--- src/rtl/fw_run_controller_if.sv ---
// Shared path-memory port between the run controller and the memory model.
// master drives address/enables/write data, slave returns read data.
interface fw_run_controller_if #(
  parameter int ADDR_W = 6,
  parameter int DATA_W = 32
);
  logic [ADDR_W-1:0] mem_addr;
  logic              mem_rd_en;
  logic              mem_wr_en;
  logic [DATA_W-1:0] mem_wr_data;
  logic [DATA_W-1:0] mem_rd_data;

  modport master (
    output mem_addr,
    output mem_rd_en,
    output mem_wr_en,
    output mem_wr_data,
    input  mem_rd_data
  );

  modport slave (
    input  mem_addr,
    input  mem_rd_en,
    input  mem_wr_en,
    input  mem_wr_data,
    output mem_rd_data
  );
endinterface

--- src/rtl/fw_run_controller.sv ---
// Floyd-Warshall run controller: preload from ROM, launch kernel,
// grant the shared port for RUN_CYCLES, then dump memory.
// Ports: clk/rst/go, busy/done status, loader ROM (ld_*),
// kernel port (t, k_*), shared memory (mem), dump stream (dump_*).
module fw_run_controller #(
  parameter int ADDR_W     = 6,
  parameter int DATA_W     = 32,
  parameter int DEPTH      = 64,
  parameter int RUN_CYCLES = 1024
) (
  input  logic                clk,
  input  logic                rst,
  input  logic                go,
  output logic                busy,
  output logic                done,
  output logic                ld_rd_en,
  output logic [ADDR_W-1:0]   ld_addr,
  input  logic [DATA_W-1:0]   ld_data,
  output logic                t,
  input  logic [ADDR_W-1:0]   k_addr,
  input  logic                k_rd_en,
  input  logic                k_wr_en,
  input  logic [DATA_W-1:0]   k_wr_data,
  output logic [DATA_W-1:0]   k_rd_data,
  output logic                k_err,
  fw_run_controller_if.master mem,
  output logic                dump_valid,
  output logic [ADDR_W-1:0]   dump_addr,
  output logic [DATA_W-1:0]   dump_data
);
  localparam int CW = $clog2(DEPTH + 1);
  localparam int RW = $clog2(RUN_CYCLES + 1);
  localparam logic [CW-1:0] CNT_LAST = CW'(DEPTH);
  localparam logic [RW-1:0] RUN_LAST = RW'(RUN_CYCLES - 1);

  typedef enum logic [2:0] {
    S_IDLE,
    S_INIT,
    S_LAUNCH,
    S_RUN,
    S_DUMP,
    S_DONE
  } state_t;

  state_t            state;
  logic [CW-1:0]     cnt;
  logic [RW-1:0]     rcnt;
  logic              k_err_q;

  logic              grant;
  logic              k_req;
  logic              cnt_lo;
  logic              cnt_nz;
  logic [ADDR_W-1:0] cnt_a;
  logic [ADDR_W-1:0] cnt_pa;

  assign grant  = (state == S_LAUNCH) || (state == S_RUN);
  assign k_req  = k_rd_en | k_wr_en;
  // INIT/DUMP issue on cnt < DEPTH and
  // consume the previous beat on cnt > 0.
  assign cnt_lo = cnt < CNT_LAST;
  assign cnt_nz = cnt != '0;
  assign cnt_a  = ADDR_W'(cnt);
  assign cnt_pa = ADDR_W'(cnt - CW'(1));

  assign k_rd_data = mem.mem_rd_data;
  assign k_err     = k_err_q & ~rst;

  always_ff @(posedge clk) begin
    if (rst) begin
      state   <= S_IDLE;
      cnt     <= '0;
      rcnt    <= '0;
      k_err_q <= 1'b0;
    end else begin
      if (k_req && !grant) k_err_q <= 1'b1;
      unique case (state)
        S_IDLE: begin
          if (go) begin
            state <= S_INIT;
            cnt   <= '0;
          end
        end
        S_INIT: begin
          if (cnt == CNT_LAST) begin
            state <= S_LAUNCH;
            cnt   <= '0;
          end else begin
            cnt <= cnt + CW'(1);
          end
        end
        S_LAUNCH: begin
          state <= S_RUN;
          rcnt  <= '0;
        end
        S_RUN: begin
          if (rcnt == RUN_LAST) begin
            state <= S_DUMP;
            cnt   <= '0;
          end else begin
            rcnt <= rcnt + RW'(1);
          end
        end
        S_DUMP: begin
          if (cnt == CNT_LAST) begin
            state <= S_DONE;
            cnt   <= '0;
          end else begin
            cnt <= cnt + CW'(1);
          end
        end
        S_DONE:  state <= S_IDLE;
        default: state <= S_IDLE;
      endcase
    end
  end

  // Everything is forced low while rst is high, so a reset
  // mid-run can never leak a write into memory.
  always_comb begin
    busy            = 1'b0;
    done            = 1'b0;
    t               = 1'b0;
    ld_rd_en        = 1'b0;
    ld_addr         = '0;
    mem.mem_addr    = '0;
    mem.mem_rd_en   = 1'b0;
    mem.mem_wr_en   = 1'b0;
    mem.mem_wr_data = '0;
    dump_valid      = 1'b0;
    dump_addr       = '0;
    dump_data       = '0;
    if (!rst) begin
      busy = (state != S_IDLE);
      unique case (state)
        S_INIT: begin
          if (cnt_lo) begin
            ld_rd_en = 1'b1;
            ld_addr  = cnt_a;
          end
          if (cnt_nz) begin
            mem.mem_wr_en   = 1'b1;
            mem.mem_addr    = cnt_pa;
            mem.mem_wr_data = ld_data;
          end
        end
        S_LAUNCH, S_RUN: begin
          t               = (state == S_LAUNCH);
          mem.mem_addr    = k_addr;
          mem.mem_rd_en   = k_rd_en;
          mem.mem_wr_en   = k_wr_en;
          mem.mem_wr_data = k_wr_data;
        end
        S_DUMP: begin
          if (cnt_lo) begin
            mem.mem_rd_en = 1'b1;
            mem.mem_addr  = cnt_a;
          end
          if (cnt_nz) begin
            dump_valid = 1'b1;
            dump_addr  = cnt_pa;
            dump_data  = mem.mem_rd_data;
          end
        end
        S_DONE:  done = 1'b1;
        default: ;
      endcase
    end
  end
endmodule
--- src/flat_wrapper.sv ---
// flat-port wrapper written by rule: the top's interface ports become plain ports
module fw_run_controller_flat 
#(
  parameter int ADDR_W     = 6,
  parameter int DATA_W     = 32,
  parameter int DEPTH      = 64,
  parameter int RUN_CYCLES = 1024
)
  (clk, rst, go, busy, done, ld_rd_en, ld_addr, ld_data, t, k_addr, k_rd_en, k_wr_en, k_wr_data, k_rd_data, k_err, dump_valid, dump_addr, dump_data, mem_mem_addr, mem_mem_rd_en, mem_mem_wr_en, mem_mem_wr_data, mem_mem_rd_data);
  fw_run_controller_if #(.ADDR_W(ADDR_W), .DATA_W(DATA_W)) mem_i ();
  input  logic clk;
  input  logic rst;
  input  logic go;
  output logic busy;
  output logic done;
  output logic ld_rd_en;
  output logic [ADDR_W-1:0] ld_addr;
  input  logic [DATA_W-1:0] ld_data;
  output logic t;
  input  logic [ADDR_W-1:0] k_addr;
  input  logic k_rd_en;
  input  logic k_wr_en;
  input  logic [DATA_W-1:0] k_wr_data;
  output logic [DATA_W-1:0] k_rd_data;
  output logic k_err;
  output logic dump_valid;
  output logic [ADDR_W-1:0] dump_addr;
  output logic [DATA_W-1:0] dump_data;
  output wire logic [$bits(mem_i.mem_addr)-1:0] mem_mem_addr;
  output wire logic [$bits(mem_i.mem_rd_en)-1:0] mem_mem_rd_en;
  output wire logic [$bits(mem_i.mem_wr_en)-1:0] mem_mem_wr_en;
  output wire logic [$bits(mem_i.mem_wr_data)-1:0] mem_mem_wr_data;
  input wire logic [$bits(mem_i.mem_rd_data)-1:0] mem_mem_rd_data;
  assign mem_mem_addr = mem_i.mem_addr;
  assign mem_mem_rd_en = mem_i.mem_rd_en;
  assign mem_mem_wr_en = mem_i.mem_wr_en;
  assign mem_mem_wr_data = mem_i.mem_wr_data;
  assign mem_i.mem_rd_data = mem_mem_rd_data;
  fw_run_controller #(.ADDR_W(ADDR_W), .DATA_W(DATA_W), .DEPTH(DEPTH), .RUN_CYCLES(RUN_CYCLES)) u_core (.clk(clk), .rst(rst), .go(go), .busy(busy), .done(done), .ld_rd_en(ld_rd_en), .ld_addr(ld_addr), .ld_data(ld_data), .t(t), .k_addr(k_addr), .k_rd_en(k_rd_en), .k_wr_en(k_wr_en), .k_wr_data(k_wr_data), .k_rd_data(k_rd_data), .k_err(k_err), .mem(mem_i), .dump_valid(dump_valid), .dump_addr(dump_addr), .dump_data(dump_data));
endmodule
--- config.mk ---
export PLATFORM = sky130hd
export DESIGN_NAME = fw_run_controller_flat
export DESIGN_NICKNAME = d
export VERILOG_FILES = /design/src/rtl/fw_run_controller_if.sv /design/src/rtl/fw_run_controller.sv /design/src/flat_wrapper.sv
export SDC_FILE = /design/constraint.sdc
export NUM_CORES = 1
export LEC_CHECK = 0
export ABC_AREA = 1
export ABC_CLOCK_PERIOD_IN_PS = 3800
export CORE_MARGIN = 1
export CORE_UTILIZATION = 28
export DETAILED_ROUTE_END_ITERATION = 10
export PLACE_DENSITY_LB_ADDON = 0.08
export SLEW_MARGIN = 10
export SYNTH_ARGS = -nofsm -noshare
export SYNTH_HDL_FRONTEND = slang
export SYNTH_SLANG_ARGS = --single-unit
--- constraint.sdc ---
create_clock -name clk -period 3.8 [get_ports clk]
set_input_delay 0.76 -clock clk [delete_from_list [all_inputs] [get_ports clk]]
set_output_delay 0.76 -clock clk [all_outputs]
set_load 0.02 [all_outputs]
==> metrics <==
Slew Limit Fails 0; CTS HTree Levels 1; main combinational cell family by area after synthesis simple AND/OR/NAND/NOR gates; unrepaired setup endpoints after global routing false; commonest cells after routing, fill and taps aside clkdlybuf4s50_1 (227), nand2_1 (125), inv_1 (65); port bufs 228; final critical-path required period 3410 ps; Die H 97.3 um; clk_lat worst skew 260 ps; Pwr per Cell Area 294 nW/um^2; Non-Filler Instances 754; post-cts sizing count 0; RD Place Congestion 0.851; Core Area 8760 um^2; period utilization 89.8%; Max Fclk 293 MHz; Post-Syn Instances 461; register area share after synthesis 17.3%; initial antenna violation count 0; pre-CTS WS 540 ps; die area 9470 um^2; worst slew pin tran 493 ps; drt total wl 10500 um; Worst Path Max Fanout 36; commonest non-fill, non-tap cell in the layout clkdlybuf4s50_1; adder-cell share of the synthesized area 1.97%; Critical Path RT 3040 ps; first-pass GRT wire length 16500 um; hold_buf cts 0; Startpoint Class flop; Starting Density 29.0%; mux cell area share after synthesis 0%; # rows 34; post-synthesis simple-gate area fraction 38.8%; Post-Place Cells 751; XOR/XNOR Fraction of Synth Area 2.06%; count of warnings emitted by yosys 0; via count 3384; gr ovfl total 0; Final HPWL DP 8590 um; leak pwr 1.90 nW; Max-Cap Viols 0; worst min path class reg -> reg; clock skew 2.95 ps; CTS tree yes; Synth Area per Inst 5.52 um^2; peak supply drop 0.000219 V; clock root buffer clkbuf_8; final setup violation count 0; die extent in x 97.3 um; DRC violations left 0; drt pass-1 iters 7; wire length per cell 13.9 um; final core occ 53.5%; via density per instance 4.49; CTS clk-pin slew, worst paths 80 ps; Clock Sinks 22; CTS Buf Count 3; final worst slack 389 ps; Iteration-0 DRC Markers 145; post-synthesis compound-gate area fraction 15.3%; nets@finish 759; outcome finished, final reports clean; cell area after synthesis 2540 um^2; pin count of the biggest net entering global routing 41; CTS Buffer Depth 2; share of cells above drive strength 1 4.95%; Setup CP Type reg -> out; syn nets 572; Yosys cell types 30; crit path DAT 2650 ps; antenna-violating nets left 0; P&R area growth vs syn 84.1%; I/O Pins 229; worst rel slew slack 67.0%; Final Hold Vio Count 0; vias in the first global route 3162; # diodes 0; Setup TNS 0 ps; post-CTS setup buffer count 0; Crit. End Element output port; Yosys reg bits 22; total track usage 21.2%
-- final timing paths --
kind                                startpoint                  to  slack, ps  cells after the start
worst max-delay path             u_core.cnt[0]  mem_mem_wr_data[8]        390                     10
worst min-delay path            u_core.k_err_q      u_core.k_err_q        460                      2
worst max register to register  u_core.rcnt[0]      u_core.rcnt[0]       2110                      8
worst min register to register  u_core.k_err_q      u_core.k_err_q        460                      2
-- worst max-delay path, stage by stage, from the launching register on --
cell and delay, ps:
dfxtp_1 420, inv_1 170, ha_1 230, inv_1 50, nor2_1 60, nand2_2 70, nand2_2 90, inv_4 280
nand2_1 90, a21oi_1 260, clkdlybuf4s50_1 660
-- layout make-up --
type / count / area (um^2)
clock buffers: 3 / 41.3
fillers: 874 / 4080
inverters: 71 / 274
multi-input cells: 317 / 1480
flip-flops and latches: 22 / 440
well taps: 108 / 135
repair buffers: 233 / 2310
-- metal layers --
metal	wire length (um)	GRT usage (%)
met5	0	0
met4	71	2.60
met3	680	4.39
met2	5370	39.7
met1	4370	25.4
-- cells by family (layout without fill, tap and decap cells) --
group,Yosys count,after routing
fa+ha+maj,4,4
simple gates,233,233
xor+xnor,6,6
compound gates,74,74
flops,22,22
buf+inv,122,307
-- cell usage after synthesis, drive strengths merged --
master  number  share of area, %
inv         70                10
a22oi        6               1.8
xor2         5               1.7
nand4        4              0.98
a31oi        2              0.49
nor4         1              0.25
clkinv       1              0.34
nor2        71                12
nor3         1              0.20
or2          2              0.49
o211ai       1              0.30
a21oi       60                12
buf         41                12
clkbuf      10               1.5
nand3b       2              0.59
nand2      129                20
xnor2        1              0.34
ha           4               2.0
dfxtp       22                17
nand3       23               4.9
o21ai        5              0.98
-- per-stage QoR --
stage | total power [W] | instance area, um^2 | hold WS, ps
after global routing | 0.00149 | 4690 | 502
after floorplan | 0.000853 | 2540 | 436
after CTS | 0.00139 | 4690 | 468
after detailed placement | 0.00123 | 4640 | 455
final | 0.00138 | 4690 | 463
after global placement | 0.00123 | 4640 | 448
-- state kept, by name, summed over array words and instances, names as in the netlist --
signal	flops
u_core.cnt	7
u_core.k_err_q	1
u_core.rcnt	11
u_core.state	3
-- power breakdown --
group	leakage, nW	total [W]	internal, W	switching, W
combinational	1.70	0.000951	0.000401	0.000551
sequential	0.178	0.000281	0.000253	0.0000279
clock	0.0216	0.000144	0.0000707	0.0000730
total	1.90	0.00138	0.000724	0.000651
Power figures use the tool's default switching activity.
==> variant 1: new RTL, same settings <==
The 6 states of `state_t` get a Gray code encoding in 3 bits.
--- a/src/rtl/fw_run_controller.sv
+++ b/src/rtl/fw_run_controller.sv
@@ -35,10 +35,10 @@
 
   typedef enum logic [2:0] {
-    S_IDLE,
-    S_INIT,
-    S_LAUNCH,
-    S_RUN,
-    S_DUMP,
-    S_DONE
+    S_IDLE   = 3'b000,
+    S_INIT   = 3'b001,
+    S_LAUNCH = 3'b011,
+    S_RUN    = 3'b010,
+    S_DUMP   = 3'b110,
+    S_DONE   = 3'b111
   } state_t;
 
Formal check against the unedited RTL: same outputs for any inputs over 10 cycles, from zero or initial values and one cycle with rst high; not proved beyond that.
==> variant 1 against the original RTL <==
- sequential cell count is the same
- die area up 5.7%
- wire length grew 8.0%
- synthesized area grew 5.9%
- final area increased by 4.1%
- sequential share of layout area is 0.37 points lower
- setup slack gained 0.082 ns
- power increased by 24%
- combinational power increased by 23%
- critical path type unchanged
==> variant 1: results (changes against the original RTL) <==
met2 GRT Util 39.4% (was 39.7%); #MultiIn Comb 336 (was 317); gpl congestion 0.827 (was 0.851); Data buffer area share 47.6% (was 49.4%); share of post-route cells with drive strength above 1 6.48% (was 4.95%); Reg-to-Reg End u_core.rcnt[9]$_SDFFE_PP0P_ (was u_core.rcnt[0]$_SDFFE_PP0P_); hpwl dp 9250 um (was 8590 um); WL met1 4960 um (was 4370 um); placed insts 789 (was 751); most instantiated cells after synthesis 133 x nand2_1, 67 x nor2_1, 59 x inv_1, 52 x a21oi_1, 32 x buf_4 (was 125 x nand2_1, 65 x inv_1, 60 x a21oi_1, 60 x nor2_1, 33 x buf_4); first-pass GRT wire length 17,100 um (was 16,500 um); Clock-cell share 1.46% (was 0.881%); overall via count from detail_route 3,501 (was 3,384); routed length on met2 5540 um (was 5370 um); Max VDD drop 168 uV (was 219 uV); sequential share of the synthesized area 16.3% (was 17.3%); Tot GR Track Use 21.6% (was 21.2%); status finished, final reports clean (unchanged); fin util 52.5% (was 53.5%); Detailed Routing Iterations Pass 1 4 (was 7); Final Critical Period 3.33 ns (was 3.41 ns); core area 9280 um^2 (was 8760 um^2); drt via density 4.41 (was 4.49); top post-synthesis cells by area nand2_1 19%, dfxtp_1 16%, a21oi_1 9.7% (was nand2_1 18%, dfxtp_1 17%, a21oi_1 12%); Worst Skew 0.00353 ns (was 0.00295 ns); flop2flop setup slack 2.01 ns (was 2.11 ns); Seq area share 9.03% (was 9.40%); grt met3 use 4.11% (was 4.39%); vias in the first global route 3,145 (was 3,162); Worst Setup EP mem_mem_addr[0] (was mem_mem_wr_data[8]); worst-path maximum fanout 35 (was 36); Buffers, non-clock 234 (was 233); inverters 68 (was 71); R2R cell count 9 (was 8); footprint of the multi-input gates 1620 um^2 (was 1480 um^2); P_leak 1.98 nW (was 1.90 nW); post-synthesis net count 589 (was 572)
## variant 1: worst min path at each step
stage                                  endpoint
floorplan           u_core.k_err_q$_SDFFE_PP0P_
global placement    u_core.k_err_q$_SDFFE_PP0P_
CTS                 u_core.k_err_q$_SDFFE_PP0P_
global route        u_core.k_err_q$_SDFFE_PP0P_
finish              u_core.k_err_q$_SDFFE_PP0P_
detailed placement  u_core.k_err_q$_SDFFE_PP0P_
## variant 1: kinds of logic (layout without fill, tap and decap cells)
| kind of cell | Yosys count | after routing | synth area share, % |
|---|---|---|---|
| AO/OA/AOI/OAI | 71 | 71 | 14.1 |
| XOR/XNOR | 5 | 5 | 1.63 |
| adder cells (fa/ha/maj) | 4 | 4 | 1.86 |
| buffers and inverters | 120 | 306 | 23.5 |
| flip-flops | 22 | 22 | 16.3 |
| AND/OR/NAND/NOR | 256 | 256 | 42.5 |
## variant 1: report_power, final
part | internal (mW) | switching [mW]
sequential | 0.264 | 0.0489
clock | 0.141 | 0.0839
combinational | 0.479 | 0.688
==> variant 2: new RTL, same settings <==
Without the edit above. `DEPTH` is set to 64 in 2 places; all go to 128.
--- a/src/rtl/fw_run_controller.sv
+++ b/src/rtl/fw_run_controller.sv
@@ -6,5 +6,5 @@
   parameter int ADDR_W     = 6,
   parameter int DATA_W     = 32,
-  parameter int DEPTH      = 64,
+  parameter int DEPTH      = 128,
   parameter int RUN_CYCLES = 1024
 ) (
--- a/src/flat_wrapper.sv
+++ b/src/flat_wrapper.sv
@@ -4,5 +4,5 @@
   parameter int ADDR_W     = 6,
   parameter int DATA_W     = 32,
-  parameter int DEPTH      = 64,
+  parameter int DEPTH      = 128,
   parameter int RUN_CYCLES = 1024
 )
Behaviour: same outputs for any inputs over 10 cycles, from zero or initial values and one cycle with rst high; that may be too few to reach the edited logic, so the function may still have changed.
==> variant 2 against the original RTL <==
- global-route usage fell by 1.1 points
- power rose by 23%
- sequential cell count rose by 1
- setup slack got worse by 0.030 ns
- synthesized area rose by 7.5%
- highest routed layer unchanged
- non-clock buffer count fell by 2
- wire length rose by 1.5%
- final area rose by 3.8%
==> variant 2: results (changes against the original RTL) <==
status finished, final reports clean (unchanged); first-pass GRT wire length 16,300 um (was 16,500 um); Clock-cell share 0.952% (was 0.881%); vias in the first global route 3,407 (was 3,162); gpl congestion 0.837 (was 0.851); cell area after layout 4860 um^2 (was 4690 um^2); # rows 35 (was 34); relative slew slack 58.2% (was 67.0%); Seq group 306 uW (was 281 uW); most instantiated cells after synthesis 124 x nand2_1, 60 x a21oi_1, 58 x inv_1, 57 x nor2_1, 35 x buf_4 (was 125 x nand2_1, 65 x inv_1, 60 x a21oi_1, 60 x nor2_1, 33 x buf_4); Tot GR Track Use 20.1% (was 21.2%); biggest regs u_core.rcnt (11), u_core.cnt (8), u_core.state (3) (was u_core.rcnt (11), u_core.cnt (7), u_core.state (3)); fraction of area in multi-input gates 33.4% (was 31.6%); Data buffer area share 47.5% (was 49.4%); reg-to-reg startpoint u_core.state[1]$_SDFFE_PP0P_ (was u_core.rcnt[0]$_SDFFE_PP0P_); Post-Place Cell Area 4820 um^2 (was 4640 um^2); Max VDD drop 177 uV (was 219 uV); Net Switching 834 uW (was 651 uW); Synth Area in Adders 1.83% (was 1.97%); Reg-to-Reg End u_core.cnt[3]$_SDFFE_PP0P_ (was u_core.rcnt[0]$_SDFFE_PP0P_); Synth Area in XOR/XNOR 1.92% (was 2.06%); sequential share of the synthesized area 16.8% (was 17.3%); Sequential Power Share 18.1% (was 20.4%); pin count of the biggest net entering global routing 60 (was 41); Worst Skew 0.00166 ns (was 0.00295 ns); # fillers 1,003 (was 874); Comb pwr share 72.7% (was 69.1%); CP arrival 2.68 ns (was 2.65 ns); Buffers, non-clock 231 (was 233); drt total wl 10,700 um (was 10,500 um); hpwl dp 8660 um (was 8590 um); Yosys cell types 35 (was 30); seq_cells 23 (was 22); sequential cell area 460 um^2 (was 440 um^2); worst-path maximum fanout 33 (was 36); Worst Setup EP mem_mem_wr_data[11] (was mem_mem_wr_data[8]); Synth Area in Compound Gates 15.0% (was 15.3%); #MultiIn Comb 328 (was 317); overall via count from detail_route 3,537 (was 3,384); post-synthesis net count 586 (was 572)
==> variant 2: cell count changes after synthesis, sizes merged, moves of 2 or more <==
cell,before,now
nand3,23,30
nand3b,2,0
nand2,129,127
inv,70,66
buf,41,46
o21ai,5,9
==> variant 2: worst min path at each step <==
stage,startpoint,to,slack [ns],cells after the start
after floorplan,u_core.k_err_q$_SDFFE_PP0P_,u_core.k_err_q$_SDFFE_PP0P_,0.44,2
after global placement,u_core.rcnt[5]$_SDFFE_PP0P_,u_core.rcnt[5]$_SDFFE_PP0P_,0.45,2
after CTS,u_core.k_err_q$_SDFFE_PP0P_,u_core.k_err_q$_SDFFE_PP0P_,0.47,2
final,u_core.k_err_q$_SDFFE_PP0P_,u_core.k_err_q$_SDFFE_PP0P_,0.47,2
after detailed placement,u_core.k_err_q$_SDFFE_PP0P_,u_core.k_err_q$_SDFFE_PP0P_,0.46,2
after global routing,u_core.k_err_q$_SDFFE_PP0P_,u_core.k_err_q$_SDFFE_PP0P_,0.50,2
==> variant 2: stage by stage <==
| step | hold slack, ns | setup WS (ns) | cells |
|---|---|---|---|
| 2_1_floorplan | 0.436 | 1.03 | 475 |
| 3_3_place_gp | 0.452 | 0.647 | 779 |
| 5_1_grt | 0.500 | 0.153 | 783 |
| 4_1_cts | 0.470 | 0.319 | 783 |
| 6_report | 0.468 | 0.358 | 783 |
| 3_5_place_dp | 0.455 | 0.629 | 779 |
==> variant 2: metal layers <==
layer  vias up  part of all wire, %  track usage [%]
met5         -                    0                0
met4         0                  2.7             4.79
met3        16                  7.7             4.85
met2       154                   50             37.9
met1      1558                   39             22.6
li1       1809                    -                -
